### src/rtl/apb_master.sv
// apb_master: APB requester behind a valid/ready command/response interface.
// Runs one transfer at a time through SETUP and ACCESS, honours PREADY wait
// states, and returns read data plus the slave error flag on a response
// channel that is held until consumed.
//
// Optional feature: define APB_MASTER_TIMEOUT_EN to abort an ACCESS phase
// after TIMEOUT_CYCLES consecutive PREADY-low cycles (rsp_err=1, rsp_rdata=0).
//
// Ports:
//   PCLK, PRESETn              clock, synchronous active-low reset
//   cmd_valid/cmd_ready        command handshake (cmd_ready = IDLE, combinational)
//   cmd_addr/write/wdata       command payload
//   rsp_valid/rsp_ready        response handshake, rsp_valid held until rsp_ready
//   rsp_rdata, rsp_err         read data (0 for writes/errors), error flag
//   PADDR..PWDATA              registered APB requester outputs
//   PRDATA, PREADY, PSLVERR    APB completer inputs
module apb_master #(
   parameter int unsigned DATA_WIDTH     = 32,
   parameter int unsigned ADDR_WIDTH     = 32,
   parameter int unsigned TIMEOUT_CYCLES = 16
) (
   input  logic                  PCLK,
   input  logic                  PRESETn,
   input  logic                  cmd_valid,
   output logic                  cmd_ready,
   input  logic [ADDR_WIDTH-1:0] cmd_addr,
   input  logic                  cmd_write,
   input  logic [DATA_WIDTH-1:0] cmd_wdata,
   output logic                  rsp_valid,
   input  logic                  rsp_ready,
   output logic [DATA_WIDTH-1:0] rsp_rdata,
   output logic                  rsp_err,
   output logic [ADDR_WIDTH-1:0] PADDR,
   output logic                  PSEL,
   output logic                  PENABLE,
   output logic                  PWRITE,
   output logic [DATA_WIDTH-1:0] PWDATA,
   input  logic [DATA_WIDTH-1:0] PRDATA,
   input  logic                  PREADY,
   input  logic                  PSLVERR
);

   typedef enum logic [1:0] {
      IDLE   = 2'd0,
      SETUP  = 2'd1,
      ACCESS = 2'd2,
      RESP   = 2'd3
   } state_t;

   state_t                state;
   state_t                state_nxt;
   logic [ADDR_WIDTH-1:0] paddr_nxt;
   logic                  psel_nxt;
   logic                  penable_nxt;
   logic                  pwrite_nxt;
   logic [DATA_WIDTH-1:0] pwdata_nxt;
   logic                  rsp_valid_nxt;
   logic [DATA_WIDTH-1:0] rsp_rdata_nxt;
   logic                  rsp_err_nxt;

   // Elaboration guard on the timeout length
   if (TIMEOUT_CYCLES == 0) begin : g_bad_timeout
      $error("apb_master: TIMEOUT_CYCLES must be at least 1");
   end

`ifdef APB_MASTER_TIMEOUT_EN
   localparam int unsigned CNT_W = $clog2(TIMEOUT_CYCLES) + 1;
   localparam logic [CNT_W-1:0] CNT_LAST = CNT_W'(TIMEOUT_CYCLES - 1);

   logic [CNT_W-1:0] wait_cnt;
   logic [CNT_W-1:0] wait_cnt_nxt;
   logic             timeout_c;

   // Last permitted low cycle: the TIMEOUT_CYCLES-th consecutive PREADY-low cycle
   assign timeout_c = (state == ACCESS) && !PREADY && (wait_cnt == CNT_LAST);
`endif

   assign cmd_ready = (state == IDLE);

   // State and registered outputs
   always_ff @(posedge PCLK) begin
      if (!PRESETn) begin
         state     <= IDLE;
         PADDR     <= '0;
         PSEL      <= 1'b0;
         PENABLE   <= 1'b0;
         PWRITE    <= 1'b0;
         PWDATA    <= '0;
         rsp_valid <= 1'b0;
         rsp_rdata <= '0;
         rsp_err   <= 1'b0;
      end else begin
         state     <= state_nxt;
         PADDR     <= paddr_nxt;
         PSEL      <= psel_nxt;
         PENABLE   <= penable_nxt;
         PWRITE    <= pwrite_nxt;
         PWDATA    <= pwdata_nxt;
         rsp_valid <= rsp_valid_nxt;
         rsp_rdata <= rsp_rdata_nxt;
         rsp_err   <= rsp_err_nxt;
      end
   end

`ifdef APB_MASTER_TIMEOUT_EN
   // Consecutive PREADY-low counter for the current ACCESS phase
   always_ff @(posedge PCLK) begin
      if (!PRESETn) begin
         wait_cnt <= '0;
      end else begin
         wait_cnt <= wait_cnt_nxt;
      end
   end
`endif

   // Next state and next register values; everything holds unless changed
   always_comb begin
      state_nxt     = state;
      paddr_nxt     = PADDR;
      psel_nxt      = PSEL;
      penable_nxt   = PENABLE;
      pwrite_nxt    = PWRITE;
      pwdata_nxt    = PWDATA;
      rsp_valid_nxt = rsp_valid;
      rsp_rdata_nxt = rsp_rdata;
      rsp_err_nxt   = rsp_err;
`ifdef APB_MASTER_TIMEOUT_EN
      wait_cnt_nxt  = wait_cnt;
`endif

      case (state)
         IDLE: begin
            if (cmd_valid) begin
               paddr_nxt   = cmd_addr;
               pwrite_nxt  = cmd_write;
               pwdata_nxt  = cmd_wdata;
               psel_nxt    = 1'b1;
               penable_nxt = 1'b0;
               state_nxt   = SETUP;
            end
         end

         SETUP: begin
            penable_nxt = 1'b1;
            state_nxt   = ACCESS;
`ifdef APB_MASTER_TIMEOUT_EN
            wait_cnt_nxt = '0;
`endif
         end

         ACCESS: begin
            if (PREADY) begin
               psel_nxt      = 1'b0;
               penable_nxt   = 1'b0;
               rsp_err_nxt   = PSLVERR;
               rsp_rdata_nxt = (!PWRITE && !PSLVERR) ? PRDATA : '0;
               rsp_valid_nxt = 1'b1;
               state_nxt     = RESP;
            end
`ifdef APB_MASTER_TIMEOUT_EN
            else if (timeout_c) begin
               psel_nxt      = 1'b0;
               penable_nxt   = 1'b0;
               rsp_err_nxt   = 1'b1;
               rsp_rdata_nxt = '0;
               rsp_valid_nxt = 1'b1;
               state_nxt     = RESP;
            end else begin
               wait_cnt_nxt = wait_cnt + CNT_W'(1);
            end
`endif
         end

         RESP: begin
            if (rsp_ready) begin
               rsp_valid_nxt = 1'b0;
               state_nxt     = IDLE;
            end
         end

         default: begin
            state_nxt = IDLE;
         end
      endcase
   end

endmodule
### config.mk
export PLATFORM = sky130hd
export DESIGN_NAME = apb_master
export DESIGN_NICKNAME = d
export VERILOG_FILES = /design/src/rtl/apb_master.sv
export SDC_FILE = /design/constraint.sdc
export NUM_CORES = 1
export LEC_CHECK = 0
export CORE_UTILIZATION = 38
export DETAILED_ROUTE_END_ITERATION = 6
export PLACE_DENSITY = 0.76
export SYNTH_ARGS = -nofsm -noshare
export SYNTH_HDL_FRONTEND = slang
export SYNTH_SLANG_ARGS = --single-unit
### constraint.sdc
create_clock -name PCLK -period 1.8 [get_ports PCLK]
set_input_delay 0.27 -clock PCLK [delete_from_list [all_inputs] [get_ports PCLK]]
set_output_delay 0.27 -clock PCLK [all_outputs]
set_load 0.02 [all_outputs]
==> results of run 1 <==
[placed cells by master, fill, tap and decap left out]
| cell type | Yosys | final |
|---|---|---|
| and2_2 | 0 | 1 |
| nand3_1 | 1 | 1 |
| clkbuf_8 | 0 | 10 |
| a221oi_1 | 1 | 1 |
| a22oi_1 | 32 | 32 |
| nand2_1 | 141 | 140 |
| dfxtp_1 | 103 | 101 |
| buf_12 | 0 | 7 |
| buf_4 | 0 | 4 |
| o32ai_1 | 1 | 1 |
| clkinv_2 | 0 | 1 |
| inv_1 | 4 | 4 |
| clkdlybuf4s50_1 | 0 | 203 |
| inv_8 | 0 | 1 |
| nor2_1 | 33 | 33 |
| inv_2 | 2 | 2 |
| bufinv_16 | 0 | 2 |
| dlygate4sd2_1 | 0 | 1 |
| o21ai_0 | 1 | 1 |
| nand2_2 | 0 | 1 |
| clkinvlp_4 | 0 | 1 |
| and4bb_4 | 0 | 1 |
| clkinv_4 | 0 | 1 |
| a222oi_1 | 1 | 1 |
| a21oi_1 | 67 | 67 |
| dfxtp_2 | 0 | 2 |
| ha_1 | 7 | 7 |
| o211ai_1 | 1 | 1 |
| mux2i_1 | 4 | 4 |
[sequential cells by signal, summed over array words and instances, names as in the netlist]
| name | flops |
|---|---|
| PADDR | 32 |
| PWDATA | 32 |
| rsp_rdata | 32 |
| state | 2 |
| PENABLE | 1 |
| PSEL | 1 |
| PWRITE | 1 |
| rsp_err | 1 |
| rsp_valid | 1 |
[tightest hold or removal path, stage by stage]
cell and delay (ns):
clkdlybuf4s50_1 0.40, nand2_1 0.05, a21oi_1 0.05
[how the worst max path moves through the flow]
stage | from | end | slack (ns) | cells past startpoint
after global placement | PREADY | rsp_rdata[9] | -0.0009 | 4
after CTS | state[0] | rsp_rdata[8] | 0.01 | 5
final | state[0] | cmd_ready | 0.14 | 3
after detailed placement | PREADY | rsp_rdata[8] | -0.07 | 4
after global routing | state[0] | cmd_ready | 0.07 | 3
after floorplan | state[0] | rsp_rdata[10] | 0.27 | 7
[metal layers]
layer	vias up	share of wire [%]
met5	-	0
met4	0	1.9
met3	15	8.6
met2	153	50
met1	1634	39
li1	1814	-
[final cells by class]
class / count / area, um^2 / area share, %
clock buffer: 10 / 138 / 2.25
clock inverter: 6 / 92.6 / 1.51
inverter: 6 / 22.5 / 0.368
multi-input combinational: 292 / 1430 / 23.3
sequential: 103 / 2060 / 33.7
tap: 129 / 161 / 2.64
timing repair buffer: 215 / 2210 / 36.1
[report_power, final]
part	switching [mW]	leakage, nW	total (mW)	internal, mW
Sequential	0.206	0.841	2.85	2.64
Combinational	1.44	1.31	2.69	1.25
Clock	0.788	0.114	1.62	0.832
Total	2.44	2.27	7.16	4.72
[repair_timing]
item | in CTS | in global routing
gates resized for setup | 1 | 3
hold endpoints to repair | 0 | 0
gates cloned | 0 | 0
setup endpoints to repair | 1 | 33
pin swaps | 0 | 0
[cells by family after synthesis]
| family | count (synthesis) |
|---|---|
| adder cells (fa/ha/maj) | 7 |
| multiplexers | 4 |
| buffers and inverters | 38 |
| AND/OR/NAND/NOR | 177 |
| flip-flops | 103 |
| AO/OA/AOI/OAI | 104 |
==> impl_metrics.yaml, run 1 <==
die:
  floorplan.die.width_um: 99.9
  io_pins: 205
  dieHeight_um: 99.9
  core_mm2: 0.00924
  start_util_pct: 39.4
  rows: 35
  die_area_mm2: 0.00998
setup_path:
  reg2reg_slack_ns: 0.18
  crit_fanout: 5
  worst_path_max_delay_cell: "dfxtp_2"
  r2r_cells: 4
  path_class: "flip-flop to primary output"
  crit_required_ns: 1.53
  critical_path.max_stage_delay_ns: 0.38
  cp_num_buf_inv: 2
  cp-start-kind: "flip-flop"
  end_kind: "primary output"
  critPathTopFamily: "buffers and inverters"
  r2r-start: "state[0]"
  r2r-end: "state[1]"
  crit_chain: "inv_1, ha_1, dlygate4sd2_1"
  arrival_ns: 1.39
min_path:
  hold_class: "input pin to flip-flop"
  holdPathEnd: "PADDR[18]"
  hold_start: "cmd_addr[18]"
  holdPathStages: 3
final_layout:
  nets: 737
  design_area_mm2: 0.00612
  utilization_pct: 66.2
  finalNonFillerCells: 761
  drive_above_1_share_pct: 5.38
  area_growth_pct: 68.0
  fillers: 782
  antenna_cells: 0
synthesis:
  synthTopCellsByCount: "nand2_1 (141), dfxtp_1 (103), a21oi_1 (67), nor2_1 (33), a22oi_1 (32)"
  seq_area_frac_synth_pct: 56.6
  yosysMostFrequentCell: "nand2_1"
  synth.largest_area_cell: "dfxtp_1"
  syn_nets: 543
  synth_top_area_share_pct: 56.6
  synth.mux.area_fraction_pct: 1.10
  yosys-top-cells-area: "dfxtp_1 (57%), nand2_1 (15%), a21oi_1 (9.2%), a22oi_1 (6.6%), nor2_1 (3.4%)"
  synth_cell_types: 20
  synth-edff-count: 0
  synthFlopType: "dfxtp_1"
  synth_xor_xnor_area_share_pct: 0
  synthCells: 433
  netlist_area_mm2: 0.00364
  synth-seq-cells: 103
  yosys.area_share.adder_pct: 2.41
  synth_top_family_by_area: "simple AND/OR/NAND/NOR gates"
  synth-async-reset-ratio_pct: 0
  syn_area_per_cell_um2: 8.41
  yosys_warnings: 0
  synth_compound_area_share_pct: 16.9
  synth-simple-area-share_pct: 18.6
power:
  irDropWorstVdd_mv: 0.469
  powerDensity_mw_per_mm2: 1170
  power_mw: 7.16
  p_leak_nw: 2.27
grt:
  grt_max_degree: 52
  use_met2_pct: 38.4
  grt_use_total_pct: 21.3
  grt_pass1_wl_mm: 16.8
  use_met1_pct: 23.3
  grt_overflow: 0
  antenna_found_initial: 0
  grt_busiest_layer: "met2"
  grt_use_met3_pct: 6.75
  grt_pass1_vias: 3604
outcome:
  outcome: "completed"
sta:
  max_freq_mhz: 603
  period_minus_slack_ns: 1.66
  fin_ws_ns: 0.142
  hold_viol_final: 0
  setup_viol: 0
  skew_ns: 0.0168
  final-max-slew-violation-count: 0
  finalSetupTns_ns: 0
  slew_headroom_pct: 62.7
  whs_ns: 0.452
  rsz0062_at_grt: "no"
  tightest_slew_ns: 0.560
  fin_crit_sh_pct: 92.1
place:
  hpwl_mm: 7.79
  placed_area_mm2: 0.00588
  place_congestion: 0.800
  place_ws_ns: -0.0720
  placed_cells: 745
  portBuffers: 204
clocking:
  ctsHoldBuffers: 0
  clock_path_buffers: 2
  cts.htree.levels: 3
  worstSkewPairLatency_ns: 0.35
  cts_buffers: 9
  cts.clk_slew.worst_paths_ns: 0.11
  clock-sinks: 103
  post_cts_buffers: 0
  cts_tree: "done"
  cts_root_buf: "clkbuf_8"
drt:
  first_pass_iters: 4
  vias: 3616
  antenna_left: 0
  routedWlPerCell_um: 14.1
  post-route-drc-count: 0
  vias_per_cell: 4.75
  drt_iter0_drc: 96
  wl_mm: 10.7
job:
  drv_cap: 0
No activity file was read; power rests on OpenSTA's default activity.
==> inputs of run 2 (changes only) <==
--- a/config.mk
+++ b/config.mk
@@ -9,3 +9,3 @@
 export DETAILED_ROUTE_END_ITERATION = 6
-export PLACE_DENSITY = 0.76
+export PLACE_DENSITY = 0.8
 export SYNTH_ARGS = -nofsm -noshare
--- a/constraint.sdc
+++ b/constraint.sdc
@@ -3,2 +3,2 @@
 set_output_delay 0.27 -clock PCLK [all_outputs]
-set_load 0.02 [all_outputs]
+set_load 0.01 [all_outputs]
==> run 2 against run 1 <==
Effect of this change: die area stayed put; final area down 1.7%; sequential share of layout area increased by 0.57 points; worst hold slack got worse by 0.0022 ns; first-iteration DRC count unchanged; sequential power is essentially flat; register-to-register slack got worse by 0.09 ns; final cell count shrank 0.26%; clock-buffer cell count up 1; via count down 0.25%; global-route usage shrank 1.0 points; critical path type is now flip-flop to flip-flop; largest power group unchanged; highest routed layer unchanged.
==> impl_metrics.yaml, run 2 (synthesis gave the netlist of run 1 again) <==
sta:
  whs_ns: 0.449
  finalSetupTns_ns: 0
  hold_viol_final: 0
  period_minus_slack_ns: 1.71
  fin_crit_sh_pct: 94.8
  slew_headroom_pct: 58.9
  skew_ns: 0.0190
  tightest_slew_ns: 0.616
  rsz0062_at_grt: "no"
  max_freq_mhz: 586
  setup_viol: 0
  final-max-slew-violation-count: 0
die:
  io_pins: 205
  start_util_pct: 39.4
  rows: 35
  dieHeight_um: 99.9
  core_mm2: 0.00924
  floorplan.die.width_um: 99.9
  die_area_mm2: 0.00998
setup_path:
  end_kind: "flip-flop"
  crit_chain: "inv_1, ha_1, a222oi_1, mux2i_1"
  path_class: "flip-flop to flip-flop"
  cp-start-kind: "flip-flop"
  worst_path_max_delay_cell: "a222oi_1"
  critical_path.max_stage_delay_ns: 0.61
  crit_fanout: 6
  arrival_ns: 1.97
  cp_num_buf_inv: 1
  crit_required_ns: 2.06
  critPathTopFamily: "compound AO/OA/AOI/OAI gates"
power:
  p_leak_nw: 2.21
  power_mw: 6.56
  powerDensity_mw_per_mm2: 1090
  irDropWorstVdd_mv: 0.528
grt:
  grt_max_degree: 66
  grt_overflow: 0
  grt_pass1_wl_mm: 16.2
  antenna_found_initial: 0
  grt_use_total_pct: 20.3
  grt_pass1_vias: 3536
clocking:
  cts.clk_slew.worst_paths_ns: 0.11
  post_cts_buffers: 0
  cts_root_buf: "clkbuf_8"
  cts_tree: "done"
  cts_buffers: 9
  clock_path_buffers: 2
  cts.htree.levels: 3
  worstSkewPairLatency_ns: 0.35
  clock-sinks: 103
final_layout:
  nets: 735
  reg_top3: "PADDR (32), PWDATA (32), rsp_rdata (32)"
  antenna_cells: 0
  drive_above_1_share_pct: 4.92
  finalNonFillerCells: 759
  utilization_pct: 65.1
  final_common_cell: "clkdlybuf4s50_1"
  area_growth_pct: 65.2
  layout_common_cells: "clkdlybuf4s50_1 (203), nand2_1 (140), dfxtp_1 (101)"
drt:
  vias_per_cell: 4.75
  wl_mm: 10.3
  drt_iter0_drc: 96
  post-route-drc-count: 0
  vias: 3607
  routedWlPerCell_um: 13.5
  antenna_left: 0
  first_pass_iters: 4
job:
  drv_cap: 0
place:
  placed_cells: 743
  place_congestion: 0.739
  hpwl_mm: 7.41
  portBuffers: 204
outcome:
  outcome: "completed"
min_path:
  hold_class: "input pin to flip-flop"
==> run 2: path summary, 6_finish.rpt <==
check | startpoint | to | slack, ns | cells past startpoint
hold reg to reg | PADDR[23] | PADDR[23] | 0.46 | 2
setup reg to reg | state[0] | state[1] | 0.09 | 4
hold / removal | cmd_addr[19] | PADDR[19] | 0.45 | 3
setup / recovery | state[0] | state[1] | 0.09 | 4
==> run 2: per-stage QoR <==
step	cell area, um^2	setup WS (ns)
final	6020	0.0942
after global routing	6020	0.0344
after CTS	6020	0.122
after detailed placement	5830	-0.0743
after global placement	5830	0.0519
after floorplan	3640	0.273
==> run 2: cell type report <==
type,instances,area (um^2)
inverters,6,22.5
well taps,129,161
fillers,805,3220
clock inverters,5,40.0
multi-input cells,292,1430
clock buffers,11,141
repair buffers,213,2160
flip-flops and latches,103,2060
==> run 2: report_power, final <==
group	total [mW]	switching (mW)	internal (mW)	leakage (nW)
clock	1.34	0.791	0.552	0.0826
combinational	2.37	1.17	1.20	1.28
sequential	2.84	0.201	2.64	0.841
==> run 2: per-layer routing <==
layer,vias up,global-route usage (%),share of wire (%)
li1,1805,-,-
met1,1635,22.7,40
met5,-,0,0
met3,20,7.24,9.0
met4,0,8.14,2.0
met2,147,35.0,49
==> run 2: what timing repair did <==
action,CTS,global route
setup endpoints to repair,28,0
hold buffers,0,0
gates resized for setup,4,0
==> run 2: tightest hold or removal path, stage by stage <==
cell             delay (ns)
clkdlybuf4s50_1        0.39
nand2_1                0.05
a21oi_1                0.05
